<file path="src/rtl/mem_pkg.sv">
// rtl/mem_pkg.sv - shared size encodings, FSM states and alignment helpers for mem_access_unit
package mem_pkg;

  localparam logic [1:0] SZ_BYTE = 2'b00;
  localparam logic [1:0] SZ_HALF = 2'b01;
  localparam logic [1:0] SZ_WORD = 2'b10;

  typedef enum logic [2:0] {
    ST_IDLE = 3'd0,
    ST_RD   = 3'd1,
    ST_WAIT = 3'd2,
    ST_WR   = 3'd3,
    ST_RESP = 3'd4
  } mem_state_t;

  // Encoding 2'b11 is not a legal size and is handled exactly like a word.
  function automatic logic is_word(input logic [1:0] size);
    return (size != SZ_BYTE) && (size != SZ_HALF);
  endfunction

  function automatic logic is_misaligned(input logic [1:0] size, input logic [1:0] addr_lo);
    logic bad;
    case (size)
      SZ_BYTE: bad = 1'b0;
      SZ_HALF: bad = addr_lo[0];
      default: bad = (addr_lo != 2'b00);
    endcase
    return bad;
  endfunction

endpackage

</file>
<file path="src/rtl/mem_lane_align.sv">
// rtl/mem_lane_align.sv - little-endian lane extraction, sign/zero extension and store merge
module mem_lane_align
  import mem_pkg::*;
(
  input  logic [1:0]  size,
  input  logic [1:0]  addr_lo,
  input  logic        signed_ext,
  input  logic [31:0] rdata,
  input  logic [31:0] wdata,
  output logic [31:0] load_data,
  output logic [31:0] merge_data
);

  logic [7:0]  sel_byte;
  logic [15:0] sel_half;

  // Pick the addressed lanes out of the RAM word and build both the load result and the merged store word.
  always_comb begin
    load_data  = rdata;
    merge_data = wdata;
    sel_byte   = rdata[{addr_lo, 3'b000} +: 8];
    sel_half   = rdata[{addr_lo[1], 4'b0000} +: 16];
    case (size)
      SZ_BYTE: begin
        load_data  = {{24{signed_ext & sel_byte[7]}}, sel_byte};
        merge_data = rdata;
        merge_data[{addr_lo, 3'b000} +: 8] = wdata[7:0];
      end
      SZ_HALF: begin
        load_data  = {{16{signed_ext & sel_half[15]}}, sel_half};
        merge_data = rdata;
        merge_data[{addr_lo[1], 4'b0000} +: 16] = wdata[15:0];
      end
      default: begin
        load_data  = rdata;
        merge_data = wdata;
      end
    endcase
  end

endmodule

</file>
<file path="src/rtl/mem_access_unit.sv">
// rtl/mem_access_unit.sv - CPU load/store to word-only RAM bridge; MEM_MISALIGN_CHECK_EN enables misalignment errors
module mem_access_unit
  import mem_pkg::*;
#(
  parameter int ADDR_W = 14
) (
  input  logic              clock,
  input  logic              reset,
  input  logic              req_valid,
  output logic              req_ready,
  input  logic              req_write,
  input  logic [1:0]        req_size,
  input  logic              req_signed,
  input  logic [31:0]       req_addr,
  input  logic [31:0]       req_wdata,
  output logic              rsp_valid,
  output logic [31:0]       rsp_rdata,
  output logic              rsp_err,
  output logic [ADDR_W-1:0] mem_addr,
  output logic [31:0]       mem_wdata,
  output logic              mem_we,
  input  logic [31:0]       mem_rdata
);

  mem_state_t  state;
  logic        write_q;
  logic [1:0]  size_q;
  logic        signed_q;
  logic [1:0]  addr_lo_q;
  logic [31:0] wdata_q;

  logic [31:0] load_data;
  logic [31:0] merge_data;
  logic        misaligned;
  logic        unused_addr_hi;

  // Address bits beyond the RAM window have no effect on the access.
  assign unused_addr_hi = ^req_addr[31:ADDR_W+2];

`ifdef MEM_MISALIGN_CHECK_EN
  assign misaligned = is_misaligned(req_size, req_addr[1:0]);
`else
  assign misaligned = 1'b0;
`endif

  assign req_ready = (state == ST_IDLE);

  // Lanes are computed from the live RAM output so WAIT can commit load/merge results directly.
  mem_lane_align u_lane_align (
    .size       (size_q),
    .addr_lo    (addr_lo_q),
    .signed_ext (signed_q),
    .rdata      (mem_rdata),
    .wdata      (wdata_q),
    .load_data  (load_data),
    .merge_data (merge_data)
  );

  // Transaction FSM: all RAM and response outputs are registered and driven on state entry.
  always_ff @(posedge clock) begin
    if (reset) begin
      state     <= ST_IDLE;
      write_q   <= 1'b0;
      size_q    <= SZ_BYTE;
      signed_q  <= 1'b0;
      addr_lo_q <= 2'b00;
      wdata_q   <= 32'h0;
      mem_addr  <= '0;
      mem_wdata <= 32'h0;
      mem_we    <= 1'b0;
      rsp_valid <= 1'b0;
      rsp_err   <= 1'b0;
      rsp_rdata <= 32'h0;
    end else begin
      mem_we    <= 1'b0;
      rsp_valid <= 1'b0;
      case (state)
        ST_IDLE: begin
          if (req_valid) begin
            write_q   <= req_write;
            size_q    <= req_size;
            signed_q  <= req_signed;
            addr_lo_q <= req_addr[1:0];
            wdata_q   <= req_wdata;
            mem_addr  <= req_addr[ADDR_W+1:2];
            if (misaligned) begin
              state     <= ST_RESP;
              rsp_valid <= 1'b1;
              rsp_err   <= 1'b1;
              rsp_rdata <= 32'h0;
            end else if (req_write && is_word(req_size)) begin
              state     <= ST_WR;
              mem_we    <= 1'b1;
              mem_wdata <= req_wdata;
            end else begin
              state <= ST_RD;
            end
          end
        end
        ST_RD: begin
          state <= ST_WAIT;
        end
        ST_WAIT: begin
          if (write_q) begin
            state     <= ST_WR;
            mem_we    <= 1'b1;
            mem_wdata <= merge_data;
          end else begin
            state     <= ST_RESP;
            rsp_valid <= 1'b1;
            rsp_err   <= 1'b0;
            rsp_rdata <= load_data;
          end
        end
        ST_WR: begin
          state     <= ST_RESP;
          rsp_valid <= 1'b1;
          rsp_err   <= 1'b0;
          rsp_rdata <= 32'h0;
        end
        ST_RESP: begin
          state <= ST_IDLE;
        end
        default: begin
          state <= ST_IDLE;
        end
      endcase
    end
  end

endmodule

</file>
<file path="config.mk">
export PLATFORM = sky130hd
export DESIGN_NAME = mem_access_unit
export DESIGN_NICKNAME = d
export VERILOG_FILES = /design/src/rtl/mem_pkg.sv /design/src/rtl/mem_lane_align.sv /design/src/rtl/mem_access_unit.sv
export SDC_FILE = /design/constraint.sdc
export NUM_CORES = 1
export LEC_CHECK = 0
export BUFFER_PORTS_ARGS = -buffer_cell sky130_fd_sc_hd__buf_4
export CORE_ASPECT_RATIO = 0.9
export CORE_MARGIN = 2
export CORE_UTILIZATION = 52
export CTS_BUF_LIST = sky130_fd_sc_hd__clkbuf_16
export DETAILED_ROUTE_END_ITERATION = 6
export MAX_ROUTING_LAYER = met4
export PLACE_DENSITY_LB_ADDON = 0.3
export SETUP_SLACK_MARGIN = 0.1
export SYNTH_ARGS = -nofsm -noshare
export SYNTH_HDL_FRONTEND = slang
export SYNTH_SLANG_ARGS = --single-unit
</file>
<file path="constraint.sdc">
create_clock -name clock -period 3.1 [get_ports clock]
set_input_delay 0.31 -clock clock [delete_from_list [all_inputs] [get_ports clock]]
set_output_delay 0.31 -clock clock [all_outputs]
set_load 0.03 [all_outputs]
</file>
# Yosys cells after proc, flatten, opt, wreduce, memory -nomap -nowiden
# Index checks and enable logic that the tools add are counted.
classes:
  n_addsub: 2
  n_eq_ne: 9
  n_shift: 6
  muxes: 22
  bitwise_logic: 2
  reduce_logical: 10
op_table:
  columns: ["op", "count"]
  rows:
  - ["case mux 32 bit (2 select lines)", 4]
  - ["2-to-1 mux 32 bit", 4]
  - ["bitwise mux 32 bit", 2]
  - ["variable shift 16 x 7 -> 32 bit, first input constant", 1]
  - ["variable shift 8 x 7 -> 32 bit, first input constant", 1]
  - ["indexed part select 16 x 7 -> 32 bit", 1]
  - ["indexed part select 32 x 6 -> 16 bit", 1]
  - ["indexed part select 32 x 6 -> 8 bit", 1]
  - ["indexed part select 8 x 7 -> 32 bit", 1]
  - ["negation 5 -> 7 bit", 2]
  - ["case mux 3 bit (4 select lines)", 1]
  - ["== test 3 x 2 -> 1 bit, second input constant", 2]
  - ["2-to-1 mux 3 bit", 2]
  - ["!= test 2 bit, second input constant", 3]
  - ["case mux 1 bit (2 select lines)", 3]
  - ["nonzero test 2 bit", 3]
  - ["2-to-1 mux 1 bit", 5]
  - ["!= test 2 x 1 -> 1 bit, second input constant", 2]
  - ["AND reduction 2 bit", 2]
  - ["AND reduction 4 bit", 1]
  - ["== test 3 x 1 -> 1 bit, second input constant", 1]
  - ["logical NOT 3 bit", 1]
  - ["bitwise AND 1 bit", 2]
  - ["== test 2 x 1 -> 1 bit, second input constant", 1]
  - ["3 further kinds", 4]
totals:
  reg_bits: 122
  input_bits: 103
  out_inout_bits: 82
  word_cells: 63

# Logic depth before layout (Yosys ltp)
# Gate-level depths: netlist (run 1).
logic_depth:
  word_depth: 6
  depth_mapped: 10
  mapped_depth_nobuf: 6

# Hierarchy
# From an unflattened synthesis (run 1), not the netlist that was laid out.
hier_totals:
  hier_cells: 813
  hier_area_um2: 6528.8
modules_own_cells:
  columns: ["mod", "n_inst", "cells_per_inst", "area_per_inst_um2", "seq_area_each_um2"]
  rows:
  - ["mem_access_unit", 1, 539, 4558.1, 2422.3]
  - ["mem_lane_align", 1, 274, 1970.6, 0.0]

# Least setup slack after synthesis (run 1)
# Ideal clock, no wire load.
synth_timing:
  path_kind: "reg-to-reg"
  startpoint: "register addr_lo_q[1]"
  endpoint: "register mem_wdata[4]"
  setup_ns: 0.092
  t_arrival_ns: 2.443
  required_time_ns: 3.008
  slack_ns: 0.565
  stages_incl_launch_ff: 10
  n_path_buf: 3
  period_less_slack_ns: 2.535
  path_cell_list: "dfxtp_1 > buf_2 > buf_2 > buf_2 > inv_1 > ha_1 > or4b_1 > nand3_1 > a221oi_1 > o32ai_1"
synth_between:
  elab_chain_cells: 6
  elab_cells_between_ends: 11
  classes_between: "add/sub: 2; shift: 4; mux: 5"
synth_rtl:
  columns: ["item", "line", "source"]
  rows:
  - ["start, declared", "mem_access_unit.sv:29", "logic [1:0] addr_lo_q;"]
  - ["start signal, assigned", "mem_access_unit.sv:83", "addr_lo_q <= req_addr[1:0];"]
  - ["negation 5 -> 7 bit, on equally long branches", "mem_lane_align.sv:32, mem_lane_align.sv:27", null]
  - ["indexed part select 16 x 7 -> 32 bit (tied with other cells)", "mem_lane_align.sv:32", "merge_data[{addr_lo[1], 4'b0000} +: 16] = wdata[15:0];"]
  - ["bitwise mux 32 bit, on equally long branches", "mem_lane_align.sv:32, mem_lane_align.sv:27", null]
  - ["case mux 32 bit (2 select lines) (*)", "mem_lane_align.sv:23", "case (size)"]
  - ["2-to-1 mux 32 bit (*)", "mem_access_unit.sv:104", "if (write_q) begin"]
  - ["case mux 32 bit (2 select lines) (*)", "mem_access_unit.sv:77", "case (state)"]
  - ["end signal, assigned", "mem_access_unit.sv:94", "mem_wdata <= req_wdata;"]
  - ["end signal, assigned", "mem_access_unit.sv:107", "mem_wdata <= merge_data;"]
  - ["end, declared", "mem_access_unit.sv:20", "output logic [31:0] mem_wdata,"]
# Every way passes the cells marked *; elsewhere a longest branch is shown, timed or not. The select of a mux whose other input is x is not followed.
# A chain may end at the register's enable or synchronous reset.

# Worst setup path after layout (run 1)
layout_timing:
  startpoint: "register addr_lo_q[1]"
  endpoint: "register mem_wdata[24]"
# Same word-level chain as after synthesis.

==> results.py, run 1 <==
metrics = {
    "detailed_routing": {
        "route.vias.total": 6063,
        "wl_mm": 19.4,
        "vias_per_cell": 6.14,
        "drc": 0,
        "initialDrtViolationCount": 560,
        "ant_nets": 0,
        "firstDrtPassIters": 6,
        "wl_per_cell_um": 19.6,
    },
    "die": {
        "die_w_um": 117,
        "dieArea_sq_um": 12400,
        "die_y_um": 106,
        "core-area_sq_um": 11300,
        "num_rows": 37,
        "start_util": 0.528,
        "io_pins": 185,
    },
    "clock_network": {
        "cts_tree": "yes",
        "clk_latency_ps": 430,
        "clock-root-buffer": "clkbuf_16",
        "clk_pin_slew_ps": 60,
        "cts_sinks": 121,
        "clk_path_buf_depth": 2,
        "numCtsBuffers": 17,
        "postCtsSetupRepairBufs": 0,
        "htreeDepth": 4,
        "cts_resized": 0,
        "holdBufCountCts": 0,
    },
    "hold_path": {
        "holdPathStages": 3,
        "min_path_type": "input port to flop",
    },
    "logic_synthesis": {
        "synth-adder-area-share": 0.0105,
        "ys_seq_area_frac": 0.405,
        "synthMuxAreaShare": 0.0719,
        "yosys.area_share.simple": 0.154,
        "synth_fp_nets": 788,
        "synthesis.instances": 680,
        "synth_warnings": 0,
        "ys_async_sr_fraction": 0,
        "yosys-top-cells-area": "dfxtp_1 40%, nand2_1 7.8%, a221o_1 5.9%",
        "synth_top_family_by_area": "compound AO/OA/AOI/OAI gates",
        "synth_common_cells": "124 x nand2_1, 121 x dfxtp_1, 62 x a21oi_1",
        "ys_ff_latch": 121,
        "synthFlopType": "dfxtp_1",
        "synth-edff-count": 0,
        "ys_types": 57,
        "syn-cell-area_sq_um": 5980,
        "synth_area_leader_cell": "dfxtp_1",
        "synth_compound_area_frac": 0.301,
        "yosys.area.top_type_share": 0.405,
        "yosysMostFrequentCell": "nand2_1",
        "synthXorXnorAreaFrac": 0,
        "avgSynthCellArea_sq_um": 8.80,
    },
    "sta": {
        "slew-limit-headroom": 0.236,
        "rsz0062_at_grt": "false",
        "worst_pin_slew_ps": 1140,
        "whs_ps": 131,
        "tns_ps": 0,
        "skew_ps": 5.50,
        "fmax_mhz": 420,
        "period_minus_slack_ps": 2380,
        "finalCritPeriodShare": 0.767,
        "setup_viol": 0,
        "maxSlewViolCount": 0,
        "hold_viol": 0,
    },
    "power": {
        "power_per_cell_area_nw_per_um2": 576,
        "ir_worst_vdd_mv": 0.434,
        "p_leak_nw": 3.10,
        "power_mw": 4.52,
    },
    "grt": {
        "antenna_found_initial": 0,
        "grt_pass1_vias": 5646,
        "grt_pass1_wl_mm": 29.8,
        "grt_max_degree": 79,
        "overflow": 0,
        "grt_usage": 0.325,
    },
    "critical_path": {
        "worst_setup_path_start_kind": "flop",
        "worstSetupEndpointType": "flop",
        "required_ps": 3450,
        "worstPathArrival_ps": 2730,
        "critical_path_class": "flop to flop",
        "cp_max_fo": 46,
        "r2r_cells": 6,
    },
    "final_layout": {
        "fillers": 910,
        "drive_gt1_frac": 0.298,
        "layout.nets": 927,
        "fin_area_sq_um": 7850,
        "antenna_cells": 0,
        "synthToLayoutAreaGrowth_pct": 31.3,
        "final_util": 0.692,
    },
    "placement": {
        "port_buffers": 167,
        "placed_area_sq_um": 7270,
        "gp_congestion": 0.951,
        "hpwl_mm": 13.5,
    },
    "flow_run": {
        "maxCapViolCount": 0,
    },
    "outcome": {
        "status": "complete, no violations",
    },
}
registers in the layout (all words and copies together), names as in the netlist:
signal     cells
rsp_rdata     32
signed_q       1
write_q        1
addr_lo_q      2
state          3
mem_addr      14
wdata_q       32
mem_wdata     32
mem_we         1
size_q         2
rsp_valid      1
final cells by class:
type | instances | area (sq um) | area share
clock buffers | 17 | 425 | 0.0542
clock inverters | 15 | 160 | 0.0204
inverters | 14 | 52.6 | 0.00669
multi-input cells | 486 | 3230 | 0.411
flip-flops and latches | 121 | 2420 | 0.309
well taps | 156 | 195 | 0.0249
repair buffers | 179 | 1370 | 0.174
metal layers:
metal	track usage	wire [um]
met4	0.119	601
met3	0.0748	1990
met5	-	0
met1	0.433	8040
met2	0.481	8740
placed cells by master, fill, tap and decap left out, types with 5 or more instances in the layout:
master	instances
mux2i_1	16
mux2_2	10
o21ai_0	40
a221oi_1	11
dfxtp_1	120
clkbuf_16	17
inv_1	14
ha_1	5
nand2_1	124
o21ai_1	5
buf_4	177
a21oi_1	62
a21boi_0	17
a211oi_1	23
o32ai_1	8
nor2_1	26
a221o_1	35
o2bb2ai_1	22
a41o_2	7
o22ai_1	7
mux4_2	7
nand2b_1	15
report_power, final:
part / internal [mW] / switching, mW
logic: 0.327 / 0.497
clock network: 1.24 / 0.719
registers: 1.64 / 0.0901
total: 3.22 / 1.31
final timing paths:
| check | from | to | slack, ps |
|---|---|---|---|
| setup / recovery | addr_lo_q[1]$_SDFFE_PP0P_ | mem_wdata[24]$_SDFFE_PP0P_ | 720 |
| hold / removal | req_addr[14] | mem_addr[12]$_SDFFE_PP0P_ | 130 |
| setup reg to reg | addr_lo_q[1]$_SDFFE_PP0P_ | mem_wdata[24]$_SDFFE_PP0P_ | 720 |
| hold reg to reg | rsp_rdata[5]$_SDFFE_PP0P_ | rsp_rdata[5]$_SDFFE_PP0P_ | 450 |
cell families after synthesis:
kind of cell               Yosys count
AOI/OAI and AO/OA                  251
adders and majority gates            5
buffers and inverters               73
DFF                                121
muxes                               33
other                                1
and+or+nand+nor                    196
per-stage QoR:
stage                     setup WS, ps  std cells
after floorplan                    565        680
after CTS                          791        988
after global routing               629        988
after detailed placement           797        956
final                              722        988
after global placement             876        956
critical path, cell delays in order (launching register included):
cell and delay (ps):
dfxtp_2 310, buf_4 310, ha_1 280, nor3_1 870
a221o_1 280, a211oi_1 70, o2bb2ai_1 180
(Power assumes the default switching activity.)
==> inputs of run 2 (changes only) <==
- ABC_AREA: default -> 1
- CORE_UTILIZATION: 52 -> 47
- clock period: 3.1 -> 1.9 ns (I/O delays scaled with it)
==> results.py, run 2 <==
metrics = {
    "logic_synthesis": {
        "ys_async_sr_fraction": 0,
        "yosysMostFrequentCell": "nand2_1",
        "synth_common_cells": "201 x nand2_1, 162 x a21oi_1, 129 x nor2_1",
        "synth_area_leader_cell": "dfxtp_1",
        "syn-cell-area_sq_um": 6280,
        "ys_ff_latch": 121,
        "synth_warnings": 0,
        "yosys-top-cells-area": "dfxtp_1 39%, a21oi_1 13%, nand2_1 12%",
        "synth_fp_nets": 1060,
        "ys_types": 30,
        "synthesis.instances": 952,
        "yosys.area.top_type_share": 0.386,
        "avgSynthCellArea_sq_um": 6.60,
        "ys_seq_area_frac": 0.386,
        "synthFlopType": "dfxtp_1",
        "synth-edff-count": 0,
    },
    "grt": {
        "grt_usage": 0.306,
        "grt_pass1_wl_mm": 33.8,
        "grt_max_degree": 78,
        "grt_pass1_vias": 6448,
        "antenna_found_initial": 0,
        "overflow": 0,
    },
    "detailed_routing": {
        "ant_nets": 0,
        "wl_mm": 21.4,
        "firstDrtPassIters": 6,
        "route.vias.total": 7178,
        "vias_per_cell": 5.50,
        "wl_per_cell_um": 16.4,
        "initialDrtViolationCount": 772,
        "drc": 0,
    },
    "clock_network": {
        "cts_tree": "yes",
        "clock-root-buffer": "clkbuf_16",
        "numCtsBuffers": 17,
        "clk_path_buf_depth": 2,
        "htreeDepth": 4,
        "cts_sinks": 121,
        "clk_latency_ps": 420,
        "clk_pin_slew_ps": 50,
    },
    "critical_path": {
        "critical_path_class": "flop to flop",
        "reg2reg_from": "size_q[0]$_SDFFE_PP0P_",
        "cp_max_fo": 14,
        "r2r_slack_ps": 190,
        "path_cells": "inv_1 > nand2_2 > inv_2 > nand3_2 > nand3_2 > nand2_1 > a21oi_1",
        "required_ps": 2190,
        "crit_top_cell": "nand3_2",
        "worst_setup_path_start_kind": "flop",
        "worstPathArrival_ps": 2000,
        "r2r_cells": 7,
        "max_stage_delay_ps": 370,
        "critical-path-slowest-cell": "dfxtp_1",
        "cp-endpoint": "rsp_rdata[23]$_SDFFE_PP0P_",
        "r2r-end": "rsp_rdata[23]$_SDFFE_PP0P_",
        "crit_start": "size_q[0]$_SDFFE_PP0P_",
        "worstSetupEndpointType": "flop",
    },
    "sta": {
        "layout_setup_ws_ps": 187,
        "finalCritPeriodShare": 0.902,
        "fmax_mhz": 584,
        "maxSlewViolCount": 0,
        "setup_viol": 0,
        "tns_ps": 0,
        "hold_viol": 0,
        "skew_ps": 8.82,
        "period_minus_slack_ps": 1710,
        "rsz0062_at_grt": "true",
    },
    "final_layout": {
        "mostFrequentLayoutCell": "nand2_1",
        "layout.nets": 1234,
        "fillers": 1218,
        "final-instance-count-excl-fill": 1306,
        "drive_gt1_frac": 0.233,
        "fin_area_sq_um": 8520,
        "reg_top3": "mem_wdata x32, rsp_rdata x32, wdata_q x32",
        "synthToLayoutAreaGrowth_pct": 35.6,
        "final_cell_mix": "201 x nand2_1, 191 x buf_4, 161 x a21oi_1",
        "antenna_cells": 0,
    },
    "placement": {
        "gp_congestion": 1.02,
        "hpwl_mm": 15.0,
        "port_buffers": 167,
        "dp.cells": 1251,
        "placed_area_sq_um": 7740,
        "place_ws_ps": 81.1,
    },
    "flow_run": {
        "maxCapViolCount": 0,
    },
    "power": {
        "p_leak_nw": 3.82,
        "ir_worst_vdd_mv": 0.789,
        "power_mw": 9.19,
        "power_per_cell_area_nw_per_um2": 1080,
    },
    "die": {
        "start_util": 0.475,
        "io_pins": 185,
        "core-area_sq_um": 13200,
        "die_w_um": 126,
        "dieArea_sq_um": 14300,
        "num_rows": 40,
        "die_y_um": 114,
    },
    "hold_path": {
        "min_path_type": "input port to flop",
        "holdPathStages": 3,
    },
    "outcome": {
        "status": "complete, no violations",
    },
}
## run 2: cell type report
class	count	area, sq um	share of cell area
inverter	54	209	0.0245
multi-input combinational	714	3390	0.398
clock buffer	17	425	0.0499
clock inverter	14	118	0.0138
tap	168	210	0.0247
timing repair buffer	218	1740	0.205
sequential	121	2420	0.284
## run 2: kinds of logic after synthesis
kind of cell,synth area share
compound gates,0.263
fa+ha+maj,0.00996
buf+inv,0.0799
flops,0.386
other cells,0.000597
simple gates,0.261
## run 2: timing repair
| action | 4_1_cts | 5_1_grt |
|---|---|---|
| setup buffers | 1 | 0 |
| endpoints found under the setup margin | 22 | 10 |
| hold endpoints to repair | 23 | 0 |
| pin swaps | 1 | 0 |
| gates resized for setup | 0 | 3 |
| hold buffers | 23 | 0 |
## run 2: report_power, final
group          switching [mW]  internal, mW  total (mW)
Clock                    1.14          1.88        3.01
Sequential              0.199          2.87        3.07
Combinational            2.03          1.07        3.11
## run 2: worst min path at each step
stage                  start                       end  slack [ps]
2_1_floorplan  req_wdata[11]  wdata_q[11]$_SDFFE_PP0P_         320
3_5_place_dp     req_addr[2]  mem_addr[0]$_SDFFE_PP0P_         420
5_1_grt        req_wdata[25]  wdata_q[25]$_SDFFE_PP0P_          20
6_report       req_wdata[27]  wdata_q[27]$_SDFFE_PP0P_           6
4_1_cts        req_wdata[27]  wdata_q[27]$_SDFFE_PP0P_         0.7
3_3_place_gp     req_addr[2]  mem_addr[0]$_SDFFE_PP0P_         410
## run 2: critical path: cells and delay by family, from the launching register on
| kind | cells | cell delay [ps] |
|---|---|---|
| AOI/OAI and AO/OA | 1 | 70 |
| buffers and inverters | 2 | 300 |
| DFF | 1 | 370 |
| and+or+nand+nor | 4 | 830 |
## run 2: per-layer routing
metal / global-route usage / wire length (um) / vias up
li1: - / - / 3512
met1: 0.430 / 9940 / 3264
met2: 0.439 / 9110 / 363
met3: 0.0680 / 1910 / 39
met4: 0.0938 / 450 / 0
met5: - / 0 / -
## run 2: stage by stage
stage	hold WS (ps)	util
after floorplan	325	-
after global placement	411	0.586
after detailed placement	416	0.586
after CTS	0.700	0.645
after global routing	18.7	0.645
final	5.99	0.645
==> inputs of run 3 (changes only) <==
- CORE_UTILIZATION: 47 -> 38
==> results.py, run 3 (synthesis results as in run 2) <==
metrics = {
    "outcome": {
        "status": "complete, no violations",
    },
    "power": {
        "intPower_mw": 6.25,
        "p_seq_frac": 0.316,
        "ir_worst_vdd_mv": 0.718,
        "power_per_cell_area_nw_per_um2": 1110,
        "comb_power_share": 0.320,
        "p_leak_nw": 3.88,
        "clkPwrFrac": 0.363,
        "p_sw_frac": 0.356,
        "p_sw_mw": 3.45,
    },
    "clock_network": {
        "clock-root-buffer": "clkbuf_16",
        "cts_sinks": 121,
        "numCtsBuffers": 17,
        "clk_path_buf_depth": 2,
        "clk_pin_slew_ps": 60,
        "clk_latency_ps": 430,
        "cts_tree": "yes",
        "htreeDepth": 4,
    },
    "die": {
        "io_pins": 185,
        "die_y_um": 126,
        "die_w_um": 140,
        "num_rows": 44,
        "dieArea_sq_um": 17600,
        "start_util": 0.389,
        "core-area_sq_um": 16100,
    },
    "final_layout": {
        "multi_input_area_sq_um": 3420,
        "reg_top3": "mem_wdata x32, rsp_rdata x32, wdata_q x32",
        "fillers": 1630,
        "drive_gt1_frac": 0.240,
        "final_cell_mix": "200 x nand2_1, 192 x buf_4, 162 x a21oi_1",
        "seq_area_sq_um": 2420,
        "synthToLayoutAreaGrowth_pct": 39.6,
        "antenna_cells": 0,
        "mostFrequentLayoutCell": "nand2_1",
        "layout.nets": 1242,
    },
    "flow_run": {
        "maxCapViolCount": 0,
    },
    "sta": {
        "hold_viol": 0,
        "fmax_mhz": 584,
        "skew_ps": 9.02,
        "finalCritPeriodShare": 0.902,
        "rsz0062_at_grt": "true",
        "period_minus_slack_ps": 1710,
        "setup_viol": 0,
        "maxSlewViolCount": 0,
        "tns_ps": 0,
        "layout_setup_ws_ps": 187,
    },
    "placement": {
        "hpwl_mm": 15.9,
        "gp_congestion": 0.972,
        "port_buffers": 167,
        "place_ws_ps": 118,
    },
    "critical_path": {
        "cp_top_family": "simple AND/OR/NAND/NOR gates",
        "max_stage_delay_ps": 350,
        "critical_path_class": "flop to flop",
        "critical-path-slowest-cell": "dfxtp_2",
        "worst_setup_path_start_kind": "flop",
        "cp_max_fo": 10,
        "required_ps": 2250,
        "path_cells": "clkinvlp_4 > ha_4 > clkinv_4 > nor3_4 > a21oi_1 > nand3_1 > nand2_1 > a21oi_1",
        "crit_top_cell": "a21oi_1",
        "worstSetupEndpointType": "flop",
        "crit_buf_inv": 2,
        "worstPathArrival_ps": 2060,
    },
    "detailed_routing": {
        "wl_per_cell_um": 16.4,
        "vias_per_cell": 5.19,
        "wl_mm": 22.2,
        "initialDrtViolationCount": 595,
        "firstDrtPassIters": 5,
        "drc": 0,
        "ant_nets": 0,
        "route.vias.total": 7028,
    },
    "grt": {
        "antenna_found_initial": 0,
        "grt_pass1_wl_mm": 34.8,
        "overflow": 0,
        "grt_max_degree": 49,
        "grt_usage": 0.256,
        "grt_pass1_vias": 6510,
    },
    "hold_path": {
        "min_path_type": "input port to flop",
    },
}
## run 3: final cells by class
class                      count  share of cell area
timing repair buffer         226               0.208
clock buffer                  17              0.0485
multi-input combinational    714               0.390
sequential                   121               0.276
inverter                      54              0.0248
clock inverter                14              0.0233
tap                          207              0.0295
## run 3: timing repair
| item | in CTS | in global routing |
|---|---|---|
| resized for setup | 0 | 15 |
| hold buffers | 30 | 0 |
| hold endpoints to repair | 30 | 0 |
| pin swaps | 1 | 0 |
| setup buffers | 2 | 2 |
| setup endpoints to repair | 1 | 38 |
## run 3: final timing paths
check,from,endpoint,slack (ps),depth (start not counted)
min reg2reg,rsp_rdata[6]$_SDFFE_PP0P_,rsp_rdata[6]$_SDFFE_PP0P_,460,2
max reg2reg,addr_lo_q[1]$_SDFFE_PP0P_,mem_wdata[10]$_SDFFE_PP0P_,190,8
min,req_wdata[30],wdata_q[30]$_SDFFE_PP0P_,10,3
max,addr_lo_q[1]$_SDFFE_PP0P_,mem_wdata[10]$_SDFFE_PP0P_,190,8
## run 3: per-stage QoR
stage	util	instances	cell area (sq um)	total power, mW	hold slack [ps]
floorplan	-	952	6330	5.08	325
global placement	0.482	1288	7770	6.06	410
detailed placement	0.482	1288	7770	6.08	418
CTS	0.540	1351	8710	9.67	1.10
global route	0.544	1353	8770	10.2	6.40
finish	0.544	1353	8770	9.69	9.96
## run 3: power by group through the flow
stage	combinational, mW	clock (mW)	sequential, mW
global placement	2.95	0	3.11
global route	3.40	3.67	3.11
CTS	3.05	3.56	3.06
finish	3.11	3.52	3.07
floorplan	1.67	0	3.41
detailed placement	2.97	0	3.11
## run 3: worst min-delay path, cell delays in order
cell,delay [ps]
buf_4,90
nor2_1,40
nor2_1,80
## run 3: routing by layer
layer / up-vias / global-route usage / share of wire
met4: 0 / 0.0812 / 0.019
met5: - / - / 0
met2: 304 / 0.361 / 0.41
met1: 3165 / 0.367 / 0.48
li1: 3523 / - / -
met3: 36 / 0.0510 / 0.084
